$ cat config.mk
export PLATFORM = sky130hd
export DESIGN_NAME = sar_conv_scheduler
export DESIGN_NICKNAME = d
export VERILOG_FILES = /design/src/rtl/sar_conv_scheduler.sv
export SDC_FILE = /design/constraint.sdc
export NUM_CORES = 1
export LEC_CHECK = 0
export ABC_CLOCK_PERIOD_IN_PS = 2400
export BUFFER_PORTS_ARGS = -buffer_cell sky130_fd_sc_hd__buf_2
export CAP_MARGIN = 20
export CELL_PAD_IN_SITES_DETAIL_PLACEMENT = 1
export CELL_PAD_IN_SITES_GLOBAL_PLACEMENT = 2
export CORE_AREA = 2 2 85 87
export CTS_BUF_LIST = sky130_fd_sc_hd__clkbuf_8 sky130_fd_sc_hd__clkbuf_16
export CTS_CLUSTER_SIZE = 30
export DETAILED_ROUTE_END_ITERATION = 10
export DIE_AREA = 0 0 87 89
export PLACE_DENSITY = 0.73
export SLEW_MARGIN = 5
export SYNTH_ARGS = -nofsm -noshare
export SYNTH_HDL_FRONTEND = slang
export SYNTH_SLANG_ARGS = --single-unit
$ cat constraint.sdc
create_clock -name clk -period 2.4 [get_ports clk]
set_input_delay 0.48 -clock clk [delete_from_list [all_inputs] [get_ports clk]]
set_output_delay 0.48 -clock clk [all_outputs]
set_load 0.01 [all_outputs]
$ cat src/rtl/sar_conv_scheduler.sv
`timescale 1ns/1ps
// Round-robin / single-sweep channel sequencer driving a SAR ADC and emitting tagged results.
// Latency: PICK to res_valid = 1 + SETTLE + (cycles to eoc) + 1 clk.
// Backpressure: res_data/res_ch held while res_valid & !res_ready; no new conversion starts until accepted.
module sar_conv_scheduler #(
    parameter int N_CH    = 4,
    parameter int N_BITS  = 10,
    parameter int SETTLE  = 3,
    parameter int TIMEOUT = 255,
    parameter int CH_W    = $clog2(N_CH)
) (
    input  logic              clk,
    input  logic              reset,
    input  logic              enable,
    input  logic              sweep_req,
    input  logic [N_CH-1:0]   ch_mask,
    output logic [CH_W-1:0]   adc_sel,
    output logic              adc_hold,
    input  logic              adc_eoc,
    input  logic [N_BITS-1:0] adc_result,
    output logic              res_valid,
    input  logic              res_ready,
    output logic [N_BITS-1:0] res_data,
    output logic [CH_W-1:0]   res_ch,
    output logic              sweep_done,
    output logic              busy,
    output logic              timeout_err,
    output logic [CH_W-1:0]   err_ch,
    input  logic              err_clr
);

    localparam int CNT_MAX = (TIMEOUT > SETTLE) ? TIMEOUT : SETTLE;
    localparam int CNT_W   = $clog2(CNT_MAX + 1) + 1;

    typedef enum logic [2:0] {
        IDLE,
        PICK,
        SETTLE_ST,
        HOLD,
        CAPTURE,
        OUTPUT,
        RECOVER
    } state_t;

    state_t            state_q, state_d;
    logic [CNT_W-1:0]  cnt_q, cnt_d;
    logic [CH_W-1:0]   sel_q, sel_d;
    logic [CH_W-1:0]   last_ch_q, last_ch_d;
    logic              hold_q, hold_d;
    logic              eoc_q;
    logic [N_BITS-1:0] res_data_q, res_data_d;
    logic [CH_W-1:0]   res_ch_q, res_ch_d;
    logic              valid_q, valid_d;
    logic              sweep_active_q, sweep_active_d;
    logic [CH_W-1:0]   sweep_start_q, sweep_start_d;
    logic              sweep_pend_q, sweep_pend_d;
    logic              done_q, done_d;
    logic              terr_q, terr_d;
    logic [CH_W-1:0]   err_ch_q, err_ch_d;

    logic              nxt_found;
    logic [CH_W-1:0]   nxt_ch;
    logic              eoc_edge;
    logic              start_now;

    // First set mask bit strictly after 'last', wrapping; offset N_CH re-picks 'last' itself.
    function automatic logic [CH_W:0] next_ch(input logic [CH_W-1:0] last,
                                              input logic [N_CH-1:0] mask);
        logic [CH_W:0] r;
        int            idx;
        r = '0;
        for (int k = N_CH; k >= 1; k--) begin
            idx = (int'(last) + k) % N_CH;
            if (mask[idx]) begin
                r = {1'b1, CH_W'(idx)};
            end
        end
        return r;
    endfunction

    always_comb begin
        {nxt_found, nxt_ch} = next_ch(last_ch_q, ch_mask);
    end

    assign eoc_edge = adc_eoc & ~eoc_q;

    always_comb begin
        state_d        = state_q;
        cnt_d          = cnt_q;
        sel_d          = sel_q;
        last_ch_d      = last_ch_q;
        res_data_d     = res_data_q;
        res_ch_d       = res_ch_q;
        sweep_active_d = sweep_active_q;
        sweep_start_d  = sweep_start_q;
        sweep_pend_d   = sweep_pend_q;
        done_d         = 1'b0;
        terr_d         = terr_q;
        err_ch_d       = err_ch_q;
        start_now      = 1'b0;

        if (err_clr) begin
            terr_d = 1'b0;
        end
        if (state_q != IDLE && sweep_req) begin
            sweep_pend_d = 1'b1;
        end

        case (state_q)
            IDLE: begin
                start_now = sweep_req | sweep_pend_q;
                sweep_pend_d = 1'b0;
                if (ch_mask == '0) begin
                    if (sweep_active_q | start_now) begin
                        done_d = 1'b1;
                    end
                    sweep_active_d = 1'b0;
                end else begin
                    if (start_now && !sweep_active_q) begin
                        sweep_active_d = 1'b1;
                        sweep_start_d  = nxt_ch;
                    end
                    if (enable | sweep_active_d) begin
                        state_d = PICK;
                    end
                end
            end
            PICK: begin
                if (nxt_found) begin
                    sel_d     = nxt_ch;
                    last_ch_d = nxt_ch;
                    cnt_d     = CNT_W'(1);
                    state_d   = SETTLE_ST;
                end else begin
                    state_d = IDLE;
                end
            end
            SETTLE_ST: begin
                if (cnt_q >= CNT_W'(SETTLE)) begin
                    cnt_d   = CNT_W'(1);
                    state_d = HOLD;
                end else begin
                    cnt_d = cnt_q + CNT_W'(1);
                end
            end
            HOLD: begin
                // An eoc edge in the timeout cycle still counts as a valid conversion.
                if (eoc_edge) begin
                    state_d = CAPTURE;
                end else if (cnt_q >= CNT_W'(TIMEOUT)) begin
                    terr_d   = 1'b1;
                    err_ch_d = sel_q;
                    cnt_d    = CNT_W'(1);
                    state_d  = RECOVER;
                end else begin
                    cnt_d = cnt_q + CNT_W'(1);
                end
            end
            CAPTURE: begin
                res_data_d = adc_result;
                res_ch_d   = sel_q;
                last_ch_d  = sel_q;
                state_d    = OUTPUT;
            end
            OUTPUT: begin
                if (res_ready) begin
                    cnt_d   = CNT_W'(1);
                    state_d = RECOVER;
                end
            end
            RECOVER: begin
                if (cnt_q < CNT_W'(2)) begin
                    cnt_d = cnt_q + CNT_W'(1);
                end else if (!adc_eoc) begin
                    if (sweep_active_q && (!nxt_found || nxt_ch == sweep_start_q)) begin
                        done_d         = 1'b1;
                        sweep_active_d = 1'b0;
                        state_d        = IDLE;
                    end else if (sweep_pend_q && !sweep_active_q) begin
                        sweep_active_d = 1'b1;
                        sweep_start_d  = nxt_ch;
                        sweep_pend_d   = 1'b0;
                        state_d        = PICK;
                    end else if (enable | sweep_active_q) begin
                        state_d = PICK;
                    end else begin
                        state_d = IDLE;
                    end
                end
            end
            default: begin
                state_d = IDLE;
            end
        endcase

        hold_d  = (state_d == HOLD);
        valid_d = (state_d == OUTPUT);
    end

    always_ff @(posedge clk or negedge reset) begin
        if (!reset) begin
            state_q        <= IDLE;
            cnt_q          <= '0;
            sel_q          <= '0;
            last_ch_q      <= CH_W'(N_CH - 1);
            hold_q         <= 1'b0;
            eoc_q          <= 1'b0;
            res_data_q     <= '0;
            res_ch_q       <= '0;
            valid_q        <= 1'b0;
            sweep_active_q <= 1'b0;
            sweep_start_q  <= '0;
            sweep_pend_q   <= 1'b0;
            done_q         <= 1'b0;
            terr_q         <= 1'b0;
            err_ch_q       <= '0;
        end else begin
            state_q        <= state_d;
            cnt_q          <= cnt_d;
            sel_q          <= sel_d;
            last_ch_q      <= last_ch_d;
            hold_q         <= hold_d;
            eoc_q          <= adc_eoc;
            res_data_q     <= res_data_d;
            res_ch_q       <= res_ch_d;
            valid_q        <= valid_d;
            sweep_active_q <= sweep_active_d;
            sweep_start_q  <= sweep_start_d;
            sweep_pend_q   <= sweep_pend_d;
            done_q         <= done_d;
            terr_q         <= terr_d;
            err_ch_q       <= err_ch_d;
        end
    end

    assign adc_sel     = sel_q;
    assign adc_hold    = hold_q;
    assign res_valid   = valid_q;
    assign res_data    = res_data_q;
    assign res_ch      = res_ch_q;
    assign sweep_done  = done_q;
    assign busy        = (state_q != IDLE);
    assign timeout_err = terr_q;
    assign err_ch      = err_ch_q;

endmodule

After elaboration in Yosys (flattened, before gate mapping)
Cells that the tools add are included.

cells by class
  reductions and logical operators = 23
  magnitude comparators = 7
  equality and inequality tests = 20
  bitwise gates (word level) = 11
  muxes and demuxes = 70
  add/sub/neg operators = 5

operators by type and width
  operator                                             number
  two-way mux 9 bit                                    6
  case mux 9 bit (5 select lines)                      1
  two-way mux 3 bit                                    12
  two-way mux 1 bit                                    33
  case mux 3 bit (7 select lines)                      1
  inequality test 2 bit, second input constant         10
  < comparator 3 x 4 -> 1 bit, second input constant   4
  two-way mux 2 bit                                    8
  equality test 3 bit, second input constant           4
  adder 9 x 1 -> 9 bit, second input constant          1
  equality test 3 x 2 -> 1 bit, second input constant  3
  >= comparator 9 x 2 -> 1 bit, second input constant  1
  >= comparator 9 x 8 -> 1 bit, second input constant  1
  < comparator 9 x 2 -> 1 bit, second input constant   1
  binary-select mux 1 bit (select 2 bit)               4
  case mux 2 bit (2 select lines)                      2
  OR reduction 2 bit                                   4
  AND reduction 7 bit                                  1
  case mux 1 bit (2 select lines)                      3
  AND reduction 5 bit                                  1
  nonzero test 5 bit                                   1
  adder 2 x 1 -> 2 bit, second input constant          2
  adder 2 bit, second input constant                   2
  bitwise AND 1 bit, first input constant              4
  16 further kinds                                     26

word-level totals
  output and inout bits = 21
  bits of input ports = 21
  bits in registers = 39

Logic depth before layout (Yosys ltp)
Gate-level depths: netlist of run 1.

  depth in word-level cells = 18
  depth in mapped cells = 10
  gate-level depth less buffers = 10

Least setup slack after synthesis of run 1
No wires, ideal clock.

  path kind = reg2reg
  start = register cnt_q[1]
  end = register cnt_q[5]
  path buffers = 0
  data arrival time = 2113 ps
  path slack = 161 ps
  setup time = 126 ps
  stages on the path, launching flop included = 11
  path through = dfrtp_1 > ha_1 > nand3_1 > or2_2 > nor2_1 > ha_1 > nor2_1 > o31ai_4 > o221ai_2 > nor3b_4 > a221o_1

on the way
  word-level cells in the longest chain between the ends = 4

RTL lines
  item                                                                         RTL line  text
  start, declared                                                              46        logic [CNT_W-1:0] cnt_q, cnt_d;
  start signal, assigned                                                       219       cnt_q <= cnt_d;
  adder 9 x 1 -> 9 bit / >= comparator 9 x 8 -> 1 bit (equally long branches)  --
  two-way mux 9 bit                                                            150       end else if (cnt_q >= CNT_W'(TIMEOUT)) begin
  two-way mux 9 bit                                                            148       if (eoc_edge) begin
  case mux 9 bit (5 select lines)                                              109       case (state_q)

Several ways; a longest one is shown, not always the timed one. The select of a mux whose other input is x is not followed.
A chain may end at the register's enable or synchronous reset.

Final worst setup path of run 1
Same ends and word-level chain as after synthesis.

==> impl_results.md, run 1 <==
* Status: finished, final reports clean
* FP Rows at 30
* Share of power burned in registers at 36.4%
* Drt pass-1 iters at 4
* Post-synth top area cell: dfrtp_1
* Tot GR Track Use at around 14%
* Final ANT Viol Nets at 0
* Worst-path fanout max at 4
* Pins over their slew limit at 0
* Most common cell in the netlist: dfrtp_1
* Synth-to-Final Area Change at 26.3%
* Starting DRC count in detailed routing at 49
* Setup TNS at 0 ns
* Vias in the first global route at ~1800
* Layout cell share with drive strength beyond 1 at between 40% and 50%
* Clk_lat worst skew at roughly 0.3 ns
* Vias at around 1700
* Synth area leaders: dfrtp_1 (45%), mux2_2 (7.1%), nand2_1 (2.7%), nor2_1 (2.7%), dfstp_2 (2.5%)
* Crit-path cells: ha_2 > nand3_2 > or2_4 > nor2_2 > ha_1 > nor2_1 > o31ai_4 > o221ai_2 > nor3b_4 > buf_6 > a221o_1
* Input/output buffers at 41
* H-tree levels at 2
* Worst Max-Slew Pin Slew at between 0.8 and 0.9 ns
* Synth cell types at 53
* Max incr delay on CP at about 0.35 ns
* First-pass GRT wire length at around 8600 um
* Syn_nets at 212
* Mapped Cells at approximately 190
* Initial antenna violation count at 0
* Net Sw Power at roughly 0.0011 W
* Die Wd at a little under 90 um
* Clock sinks at 39
* Unrepaired setup endpoints after global routing: no
* Maxcap violations at 0
* Initial Utilization at between 30% and 40%
* Static leakage power at 1.24 nW
* Largest net degree at the start of global routing at 17
* Final WL at slightly above 5000 um
* Placed cells at between 300 and 400
* Max VDD drop at around 440 uV
* CTS Buffer Depth at 2
* CTS Buf Count at 5
* GRT overflow at 0
* Post-detail-place hpwl at roughly 4000 um
* Synth Area per Inst at ~11 um2
* Hold Path Class: in2async
* DR WL/cell at about 16 um
* Synthesis Warnings at 0
* Sw frac at ~36%
* Fillers at between 700 and 800
* Slowest cell on the critical path: dfrtp_1
* Final setup margin at between 0.1 and 0.15 ns
* Final Hold Viols at 0
* Finished Layout Cells at about 330
* Pre-CTS WS at about 0.026 ns
* Final Skew at about 0.010 ns
* Post-synth EDFFs at 0
* CTS Root Cell: clkbuf_8
* Antenna fix cells at 0
* Synth async-reset ratio at between 90% and 100%
* Crit start category: flop
* CP Capture Type: flop
* Post-synthesis sequential area ratio at 47.3%
* PwrDens at 1120 nW/um2
* Critical Path RT at 2.58 ns
* Vias per std cell at 5.10
* Clk slew on worst S/H paths at ~0.080 ns
* Final min period at ~2.3 ns
* Predominant post-synthesis flop cell: dfrtp_1
* # setup viols final at 0
* Global placer's final weighted congestion at 0.767
* Core area at around 6700 um2
* I/O pin count at 42
* Fin crit share at between 90 and 100%
* Mapped cell area at ~2100 um2
* Number of synthesized register bits at 39
* Worst path arrival time at around 2.5 ns
* Top cell type's share of synthesized area at approximately 45%
* Slew Limit Headroom at ~45%
* Fin nets at roughly 270
* Die ar. at approximately 7700 um2
* Drt drc at 0
* DIE HEIGHT at between 80 and 90 um
* Internal power at between 0.0015 and 0.002 W
* Peak Freq at 441 MHz
* Clock network power share at 18.9%
* Kind of critical path: reg2reg
* Post-synth top cells: dfrtp_1 (37), nand2_1 (15), nor2_1 (15)
* Final hold slack at slightly above 0.08 ns
* Combinational power share at between 40% and 50%
* CTS tree: built
cells in the final DEF, fill, tap and decap left out, types with 3 or more instances in the layout:
cell,count
nand3b_1,3
nor2b_1,3
nand3_1,3
a221o_1,3
nand2_1,15
or3b_2,3
a211o_1,4
buf_4,17
a22o_1,3
nor3b_1,3
buf_2,41
a21o_1,3
o21ai_0,7
inv_1,9
nor2_1,14
or3_1,3
a21oi_1,7
and3_1,4
dfrtp_1,37
nand2b_1,4
mux2_2,13
clkbuf_8,5
state kept, by name, indices dropped and copies added, names as in the netlist, 2 cells and up:
register,count
state_q,3
res_ch,2
adc_sel,2
cnt_q,9
res_data,10
err_ch,2
last_ch_q,2
sweep_start_q,2
final timing paths:
kind,endpoint,startpoint,slack [ns],depth (start not counted)
setup / recovery,cnt_q[5],cnt_q[1],0.13,11
hold / removal,sweep_done,reset,0.08,1
setup reg to reg,cnt_q[5],cnt_q[1],0.13,11
hold reg to reg,res_data[1],res_data[1],0.51,1
max in group asynchronous,last_ch_q[1],reset,1.76,2
min in group clk,eoc_q,adc_eoc,0.35,1
power groups by stage:
stage / Clock (W) / Combinational (W) / Sequential [W]
detailed placement: 0 / 0.00123 / 0.00108
global route: 0.000611 / 0.00146 / 0.00111
finish: 0.000557 / 0.00131 / 0.00107
CTS: 0.000581 / 0.00131 / 0.00108
global placement: 0 / 0.00122 / 0.00108
floorplan: 0 / 0.000761 / 0.00112
layer usage:
metal | vias up | GRT usage (%) | share of wire (%)
li1 | 821 | - | -
met1 | 828 | 19.1 | 48
met4 | 0 | 5.54 | 1.7
met3 | 7 | 3.05 | 4.4
met5 | - | 0 | 0
met2 | 36 | 23.5 | 46
repair_timing:
item                                    4_1_cts  5_1_grt
hold endpoints to repair                      0        0
pin swaps                                     0        2
endpoints found under the setup margin        4        5
hold buffers                                  0        0
setup buffers                                 4        1
resized for setup                             3        2
kinds of logic after synthesis:
family | share of synthesized area (%)
AO/OA/AOI/OAI | 17.8
XOR/XNOR | 0.424
multiplexers | 9.50
flip-flops | 47.3
buffers and inverters | 2.84
AND/OR/NAND/NOR | 20.9
adder cells (fa/ha/maj) | 1.21
worst max-delay path: cells and delay by family (launching register included):
family                     cells  cell delay (ns)
and+or+nand+nor                5             0.72
adders and majority gates      2             0.36
buffers and inverters          1             0.15
AOI/OAI and AO/OA              3             0.57
DFF                            1             0.35
cell type report:
class / instances / area, um2 / share of cell area [%]
clock buffers: 5 / 68.8 / 2.63
well taps: 80 / 100 / 3.83
inverters: 9 / 33.8 / 1.29
flip-flops and latches: 39 / 978 / 37.5
multi-input cells: 137 / 1040 / 39.9
repair buffers: 59 / 344 / 13.2
clock inverters: 3 / 43.8 / 1.68
metrics by stage:
stage	power [W]	area [um2]	utilization [%]
finish	0.00294	2610	38.9
global route	0.00318	2610	38.9
CTS	0.00297	2600	38.6
detailed placement	0.00232	2450	36.4
global placement	0.00230	2450	36.4
floorplan	0.00188	2070	-
No activity file was read; power rests on OpenSTA's default activity.
==> run 2, diff against run 1 <==
--- a/config.mk
+++ b/config.mk
@@ -5,17 +5,19 @@
 export SDC_FILE = /design/constraint.sdc
 export NUM_CORES = 1
 export LEC_CHECK = 0
+export ABC_AREA = 1
 export ABC_CLOCK_PERIOD_IN_PS = 2400
 export BUFFER_PORTS_ARGS = -buffer_cell sky130_fd_sc_hd__buf_2
 export CAP_MARGIN = 20
 export CELL_PAD_IN_SITES_DETAIL_PLACEMENT = 1
 export CELL_PAD_IN_SITES_GLOBAL_PLACEMENT = 2
-export CORE_AREA = 2 2 85 87
+export CORE_AREA = 2 2 92 94
 export CTS_BUF_LIST = sky130_fd_sc_hd__clkbuf_8 sky130_fd_sc_hd__clkbuf_16
 export CTS_CLUSTER_SIZE = 30
 export DETAILED_ROUTE_END_ITERATION = 10
-export DIE_AREA = 0 0 87 89
-export PLACE_DENSITY = 0.73
+export DIE_AREA = 0 0 94 96
+export PLACE_DENSITY = 0.74
+export RECOVER_POWER = 25
 export SLEW_MARGIN = 5
 export SYNTH_ARGS = -nofsm -noshare
 export SYNTH_HDL_FRONTEND = slang
==> run 2 against run 1 <==
Clock power increased by 24%. Synthesized cell count grew 55%. Via count grew 20%. Critical path depth fell by 2. Die area grew 17%. Register-to-register slack better by 0.30 ns. Final area rose by 3.4%. Global-route usage about the same. Sequential share of layout area is 1.2 points lower. Fmax rose by 15%. Sequential cell count did not move.
==> impl_results.md, run 2 <==
* Status: finished, final reports clean
* Initial Utilization at 27.5% (-3.3 points)
* FP Rows at 33 (+10%)
* Fillers at 1023 (+31%)
* Slew Limit Headroom at 43.2% (-1.4 points)
* Mapped Cells at 293 (+55%)
* Reg2reg setup slack at 0.43 ns (+0.30 ns)
* DR WL/cell at 13.4 um (-13%)
* Vias in the first global route at 2099 (+20%)
* Post-synth top area cell: dfrtp_1
* Critical Path RT at 2.62 ns (+0.04 ns)
* Drt pass-1 iters at 4 (unchanged)
* Die ar. at 9020 um2 (+17%)
* Final Hold Viols at 0 (unchanged)
* Layout cell share with drive strength beyond 1 at 27.0% (-14 points)
* Clock sinks at 39 (unchanged)
* Core area at 8050 um2 (+20%)
* Internal power at 0.00200 W (+7.1%)
* Unrepaired setup endpoints after global routing: no
* Post-synthesis sequential area ratio at 44.3% (-3.1 points)
* # setup viols final at 0 (unchanged)
* Largest net degree at the start of global routing at 27 (+10)
* Vias at 2028 (+20%)
* Post-detail-place hpwl at 4780 um (+21%)
* Drt drc at 0 (unchanged)
* Input/output buffers at 41 (unchanged)
* Peak Freq at 506 MHz (+15%)
* I/O pin count at 42 (unchanged)
* Die Wd at 94 um (+8.0%)
* Max reg flops at 10 (unchanged)
* Clk_lat worst skew at 0.30 ns (about the same)
* Synth-to-Final Area Change at 22.2%
* FF-to-FF path depth at 9 (-2)
* Predominant post-synthesis flop cell: dfrtp_1
* Top cell type's share of synthesized area at 41.9% (-2.9 points)
* PwrDens at 1360 nW/um2 (+21%)
* Post-synth EDFFs at 0 (unchanged)
* Sw frac at 45.5% (+9.1 points)
* Final Skew at 0.0160 ns (+0.00580 ns)
* Clk slew on worst S/H paths at 0.10 ns (+0.02 ns)
* Most frequent cells in the layout: nand2_1 (90), buf_2 (40), inv_1 (37), dfrtp_1 (37), nand3_1 (24)
* CTS Buf Count at 5 (unchanged)
* Syn_nets at 316 (+49%)
* Worst r2r dst: cnt_q[2]
* CTS Buffer Depth at 2 (unchanged)
* Final ANT Viol Nets at 0 (unchanged)
* Initial antenna violation count at 0 (unchanged)
* Net Sw Power at 0.00167 W (+56%)
* First-pass GRT wire length at 10200 um (+18%)
* Fin crit share at 82.3% (-12 points)
* Share of power burned in registers at 30.7% (-5.7 points)
* Number of synthesized register bits at 39 (unchanged)
* Final WL at 6030 um (+17%)
* Synth area leaders: dfrtp_1 (42%), nand2_1 (15%), inv_1 (6.3%), nand3_1 (5.4%), nand2_2 (3.4%)
* CP Capture Type: flop
* Combinational power share at 50.5% (+5.9 points)
* Post-synth top cells: nand2_1 (90), dfrtp_1 (37), inv_1 (37)
* Fin nets at 366 (+34%)
* Synth async-reset ratio at 100% (unchanged)
* Starting DRC count in detailed routing at 57 (+16%)
* Maxcap violations at 0 (unchanged)
* Kind of critical path: reg2reg
* Clock network power share at 18.7% (-0.2 points)
* Crit start category: flop
* Setup bufs post-CTS at 0 (-4)
* CTS resizes at 0 (-3)
* Tot GR Track Use at 14.5% (about the same)
* Pins over their slew limit at 0 (unchanged)
* Most common cell in the netlist: nand2_1
* Worst Max-Slew Pin Slew at 0.852 ns (+0.0256 ns)
* Synthesis Warnings at 0 (unchanged)
* CTS tree: built
* Commonest non-fill, non-tap cell in the layout: nand2_1
* Setup TNS at 0 ns (unchanged)
* DIE HEIGHT at 96 um (+7.9%)
* CP startpoint: cnt_q[0]
* H-tree levels at 2 (unchanged)
* GRT overflow at 0 (unchanged)
* Worst-path fanout max at 5 (+1)
* Fin util at 33.6% (-5.3 points)
* Synth Area per Inst at 7.55 um2 (-31%)
* Final min period at 1.97 ns (-0.296 ns)
* Vias per std cell at 4.52 (-11%)
* CTS Hold Bufs at 0 (unchanged)
* Global placer's final weighted congestion at 0.813 (+5.9%)
* Worst path arrival time at 2.19 ns (-0.26 ns)
* CTS Root Cell: clkbuf_8
* Mapped cell area at 2210 um2 (+6.9%)
* Antenna fix cells at 0 (unchanged)
* Hold Path Class: in2async
* Max VDD drop at 455 uV (+3.9%)
* Static leakage power at 1.42 nW (+14%)
* Reg2reg start: cnt_q[0]
* Synth cell types at 34 (-36%)
-- run 2: power groups by stage --
| stage | Combinational [W] | Clock [W] | Sequential, W |
|---|---|---|---|
| finish | 0.00186 | 0.000688 | 0.00113 |
| global route | 0.00214 | 0.000733 | 0.00117 |
| CTS | 0.00189 | 0.000714 | 0.00113 |
| global placement | 0.00184 | 0 | 0.00114 |
| detailed placement | 0.00187 | 0 | 0.00114 |
| floorplan | 0.00128 | 0 | 0.00114 |
-- run 2: per-stage QoR --
stage,hold WS (ns),cells,worst slack (ns),power [W],instance area (um2)
after floorplan,0.184,293,0.695,0.00242,2210
after global placement,0.406,441,0.455,0.00298,2570
after detailed placement,0.406,441,0.407,0.00302,2570
after CTS,0.0737,449,0.396,0.00373,2710
after global routing,0.298,449,0.175,0.00405,2700
final,0.253,449,0.426,0.00367,2700
-- run 2: final cells by class --
class,count,area [um2],share of cell area [%]
Clock buffer,5,68.8,2.55
Clock inverter,3,71.3,2.64
Inverter,47,185,6.85
Multi-Input combinational cell,204,1030,38.1
Sequential cell,39,978,36.2
Tap cell,105,131,4.86
Timing Repair Buffer,46,239,8.84
-- run 2: cells by family (layout without fill, tap and decap cells) --
family                   Yosys count  in the layout  synth area share [%]
flip-flops                        39             39                  44.3
XOR/XNOR                           1              1                 0.396
buffers and inverters             50            101                  9.22
adder cells (fa/ha/maj)            2              2                  1.13
AO/OA/AOI/OAI                     29             29                  7.53
AND/OR/NAND/NOR                  172            172                  37.5
-- run 2: metal layers --
metal  part of all wire, %  vias to the layer above  GRT usage [%]
met5                     0                        -              0
met4                   1.3                        0           4.35
met3                   5.3                        7           3.29
met2                    46                       46           23.8
met1                    48                      951           19.1
li1                      -                     1024              -
-- run 2: how the worst max path moves through the flow --
| stage | end | cells past startpoint |
|---|---|---|
| global placement | cnt_q[4] | 9 |
| global route | cnt_q[2] | 9 |
| detailed placement | cnt_q[4] | 9 |
| CTS | cnt_q[4] | 9 |
| finish | cnt_q[2] | 9 |
| floorplan | cnt_q[3] | 9 |
-- run 2: critical path: stages, from the launching register on --
cell	delay (ns)
dfrtp_1	0.43
ha_1	0.27
nand4_1	0.13
nor2_1	0.05
ha_1	0.17
nor2_1	0.10
o21ai_2	0.09
o221ai_1	0.39
nor2_2	0.13
nor3_1	0.15
==> run 3, diff against run 2 <==
--- a/config.mk
+++ b/config.mk
@@ -6,7 +6,7 @@
 export NUM_CORES = 1
 export LEC_CHECK = 0
 export ABC_AREA = 1
-export ABC_CLOCK_PERIOD_IN_PS = 2400
+export ABC_CLOCK_PERIOD_IN_PS = 1650
 export BUFFER_PORTS_ARGS = -buffer_cell sky130_fd_sc_hd__buf_2
 export CAP_MARGIN = 20
 export CELL_PAD_IN_SITES_DETAIL_PLACEMENT = 1
==> constraint.sdc (replaced) <==
create_clock -name clk -period 1.65 [get_ports clk]
set_input_delay 0.33 -clock clk [delete_from_list [all_inputs] [get_ports clk]]
set_output_delay 0.33 -clock clk [all_outputs]
set_load 0.01 [all_outputs]
==> run 3 against run 2 <==
The flow now finishes with violations (negative setup slack). Clock-buffer cell count is 1 higher. Sequential power up 45%. Core utilization grew 13 points. Setup slack worse by 0.69 ns. Highest routed layer unchanged.
==> impl_results.md, run 3 (synthesized netlist as in run 2, its figures left out) <==
* FP Rows at 33 (unchanged)
* Worst path arrival time at 2.11 ns (-0.08 ns)
* Register Area at 981 um2 (+0.26%)
* First-pass GRT wire length at 11600 um (+14%)
* Fillers at 956 (-6.5%)
* Static leakage power at 1.93 nW (+36%)
* Pins over their slew limit at 0 (unchanged)
* Synth-to-Final Area Change at 68.1%
* Worst-path fanout max at 7 (+2)
* Critical Path RT at 1.84 ns (-0.78 ns)
* Worst Max-Slew Pin Slew at 0.916 ns (+0.0634 ns)
* Crit start category: flop
* Hold Path Class: in2reg
* Reg2reg setup slack at -0.27 ns (-0.69 ns)
* Die ar. at 9020 um2 (unchanged)
* Max reg flops at 10 (unchanged)
* Most frequent cells in the layout: nand2_1 (59), buf_4 (56), buf_2 (39)
* CP Capture Type: flop
* Antenna fix cells at 0 (unchanged)
* Hold_sp: adc_eoc
* Kind of critical path: reg2reg
* Commonest non-fill, non-tap cell in the layout: nand2_1
* CP dominant cell by count: nand2_2
* Drt drc at 0 (unchanged)
* FF-to-FF path depth at 17 (+8)
* Post-detail-place hpwl at 4970 um (+3.9%)
* Internal power at 0.00401 W (+100%)
* Clock network power share at 11.7% (-7.0 points)
* Maxcap violations at 0 (unchanged)
* Hold depth at 1
* Tot GR Track Use at 16.3% (+1.9 points)
* CTS Buffer Depth at 2 (unchanged)
* Vias in the first global route at 2424 (+15%)
* H-tree levels at 2 (unchanged)
* Final hold slack at 0.149 ns (-0.104 ns)
* CTS tree: built
* Fin util at 46.2% (+13 points)
* Crit path max-delay family: simple AND/OR/NAND/NOR gates
* Setup TNS at -2.48 ns (-2.48 ns)
* Largest net degree at the start of global routing at 25 (-7.4%)
* Slowest cell on the critical path: dfstp_2
* Combinational power share at 66.4% (+16 points)
* Peak Freq at 522 MHz (+3.0%)
* GRT overflow at 0 (unchanged)
* Worst r2r dst: sweep_done
* DR WL/cell at 14.7 um (+9.2%)
* Vias at 2343 (+16%)
* Max incr delay on CP at 0.60 ns (+0.17 ns)
* CTS Buf Count at 5 (unchanged)
* Max VDD drop at 635 uV (+40%)
* # setup viols final at 18 (+18)
* Clk slew on worst S/H paths at 0.08 ns (-0.02 ns)
* Clock sinks at 39 (unchanged)
* Final min period at 1.92 ns (-0.0575 ns)
* PwrDens at 2020 nW/um2 (+48%)
* DIE HEIGHT at 96 um (unchanged)
* Clk_lat worst skew at 0.30 ns (about the same)
* Hold EP: eoc_q
* Final Hold Viols at 0 (unchanged)
* Fin nets at 430 (+17%)
* Initial Utilization at 27.5% (unchanged)
* Final setup margin at -0.267 ns (-0.693 ns)
* Net Sw Power at 0.00348 W (+110%)
* Reg2reg start: last_ch_q[0]
* Area occupied by multi-input gates at 1510 um2 (+47%)
* Final Skew at 0.00589 ns (-0.0101 ns)
* Sw frac at 46.4% (+0.92 points)
* Input/output buffers at 41 (unchanged)
* Global placer's final weighted congestion at 0.785 (-3.4%)
* Final ANT Viol Nets at 0 (unchanged)
* Share of power burned in registers at 21.9% (-8.8 points)
* Layout cell share with drive strength beyond 1 at 56.4% (+29 points)
* CTS Root Cell: clkbuf_8
* Failing checks: negative setup slack
* Unrepaired setup endpoints after global routing: yes
* Drt pass-1 iters at 4 (unchanged)
* Initial antenna violation count at 0 (unchanged)
* I/O pin count at 42 (unchanged)
* Final WL at 7520 um (+25%)
* CP bufs+invs at 4 (+4)
* Crit-path cells: buf_12 > inv_12 > nand2_4 > nand2_4 > nand2_4 > nand2_2 > inv_2 > nand2_2 > nand2_2 > nand2_2 > nand2_2 > nand2_2 > nand3_2 > nand2_4 > buf_4 > nand3_2 > nand2_2
* Core area at 8050 um2 (unchanged)
* Fin crit share at 116% (+34 points)
* Starting DRC count in detailed routing at 51 (-11%)
* Slew Limit Headroom at 39.0% (-4.2 points)
* Status: finished with violations
* Vias per std cell at 4.57 (+1.1%)
* Die Wd at 94 um (unchanged)
## run 3: power groups by stage
| stage | logic (W) | clock network [W] | registers (W) |
|---|---|---|---|
| 2_1_floorplan | 0.00190 | 0 | 0.00166 |
| 3_3_place_gp | 0.00313 | 0 | 0.00164 |
| 3_5_place_dp | 0.00319 | 0 | 0.00164 |
| 4_1_cts | 0.00374 | 0.000894 | 0.00164 |
| 5_1_grt | 0.00539 | 0.000941 | 0.00169 |
| 6_report | 0.00497 | 0.000876 | 0.00164 |
## run 3: final cells by class
type	count	share of cell area, %
flip-flops and latches	39	26.4
clock buffers	6	2.22
repair buffers	109	20.8
inverters	47	5.29
multi-input cells	205	40.7
clock inverters	2	1.04
well taps	105	3.54
## run 3: per-stage QoR
step / std cells / cell area, um2 / worst slack [ns] / total power (W)
final: 513 / 3720 / -0.267 / 0.00749
after global placement: 481 / 2890 / -0.224 / 0.00477
after CTS: 502 / 3270 / -0.196 / 0.00627
after detailed placement: 481 / 2890 / -0.281 / 0.00482
after global routing: 513 / 3720 / -0.386 / 0.00803
after floorplan: 293 / 2220 / -0.0110 / 0.00356
## run 3: how the worst max path moves through the flow
stage | startpoint | endpoint | slack [ns] | cells after the start
after floorplan | last_ch_q[0] | sweep_active_q | -0.01 | 16
after global placement | last_ch_q[0] | adc_hold | -0.22 | 15
after detailed placement | cnt_q[5] | adc_hold | -0.28 | 11
after CTS | last_ch_q[0] | sweep_done | -0.20 | 16
after global routing | last_ch_q[0] | sweep_done | -0.39 | 17
final | last_ch_q[0] | sweep_done | -0.27 | 17
## run 3: repair_timing
| item | 4_1_cts | 5_1_grt |
|---|---|---|
| setup buffers | 11 | 12 |
| hold buffers | 1 | 0 |
| gates resized for setup | 38 | 100 |
| setup endpoints to repair | 24 | 26 |
| cloned | 1 | 0 |
| pin swaps | 16 | 30 |
| endpoints found under the hold margin | 13 | 0 |
## run 3: per-layer routing
layer | global-route usage (%) | vias up | part of all wire, %
li1 | - | 1156 | -
met1 | 20.8 | 1127 | 43
met2 | 28.7 | 51 | 51
met3 | 3.68 | 9 | 4.1
met4 | 3.26 | 0 | 1.2
met5 | 0 | - | 0
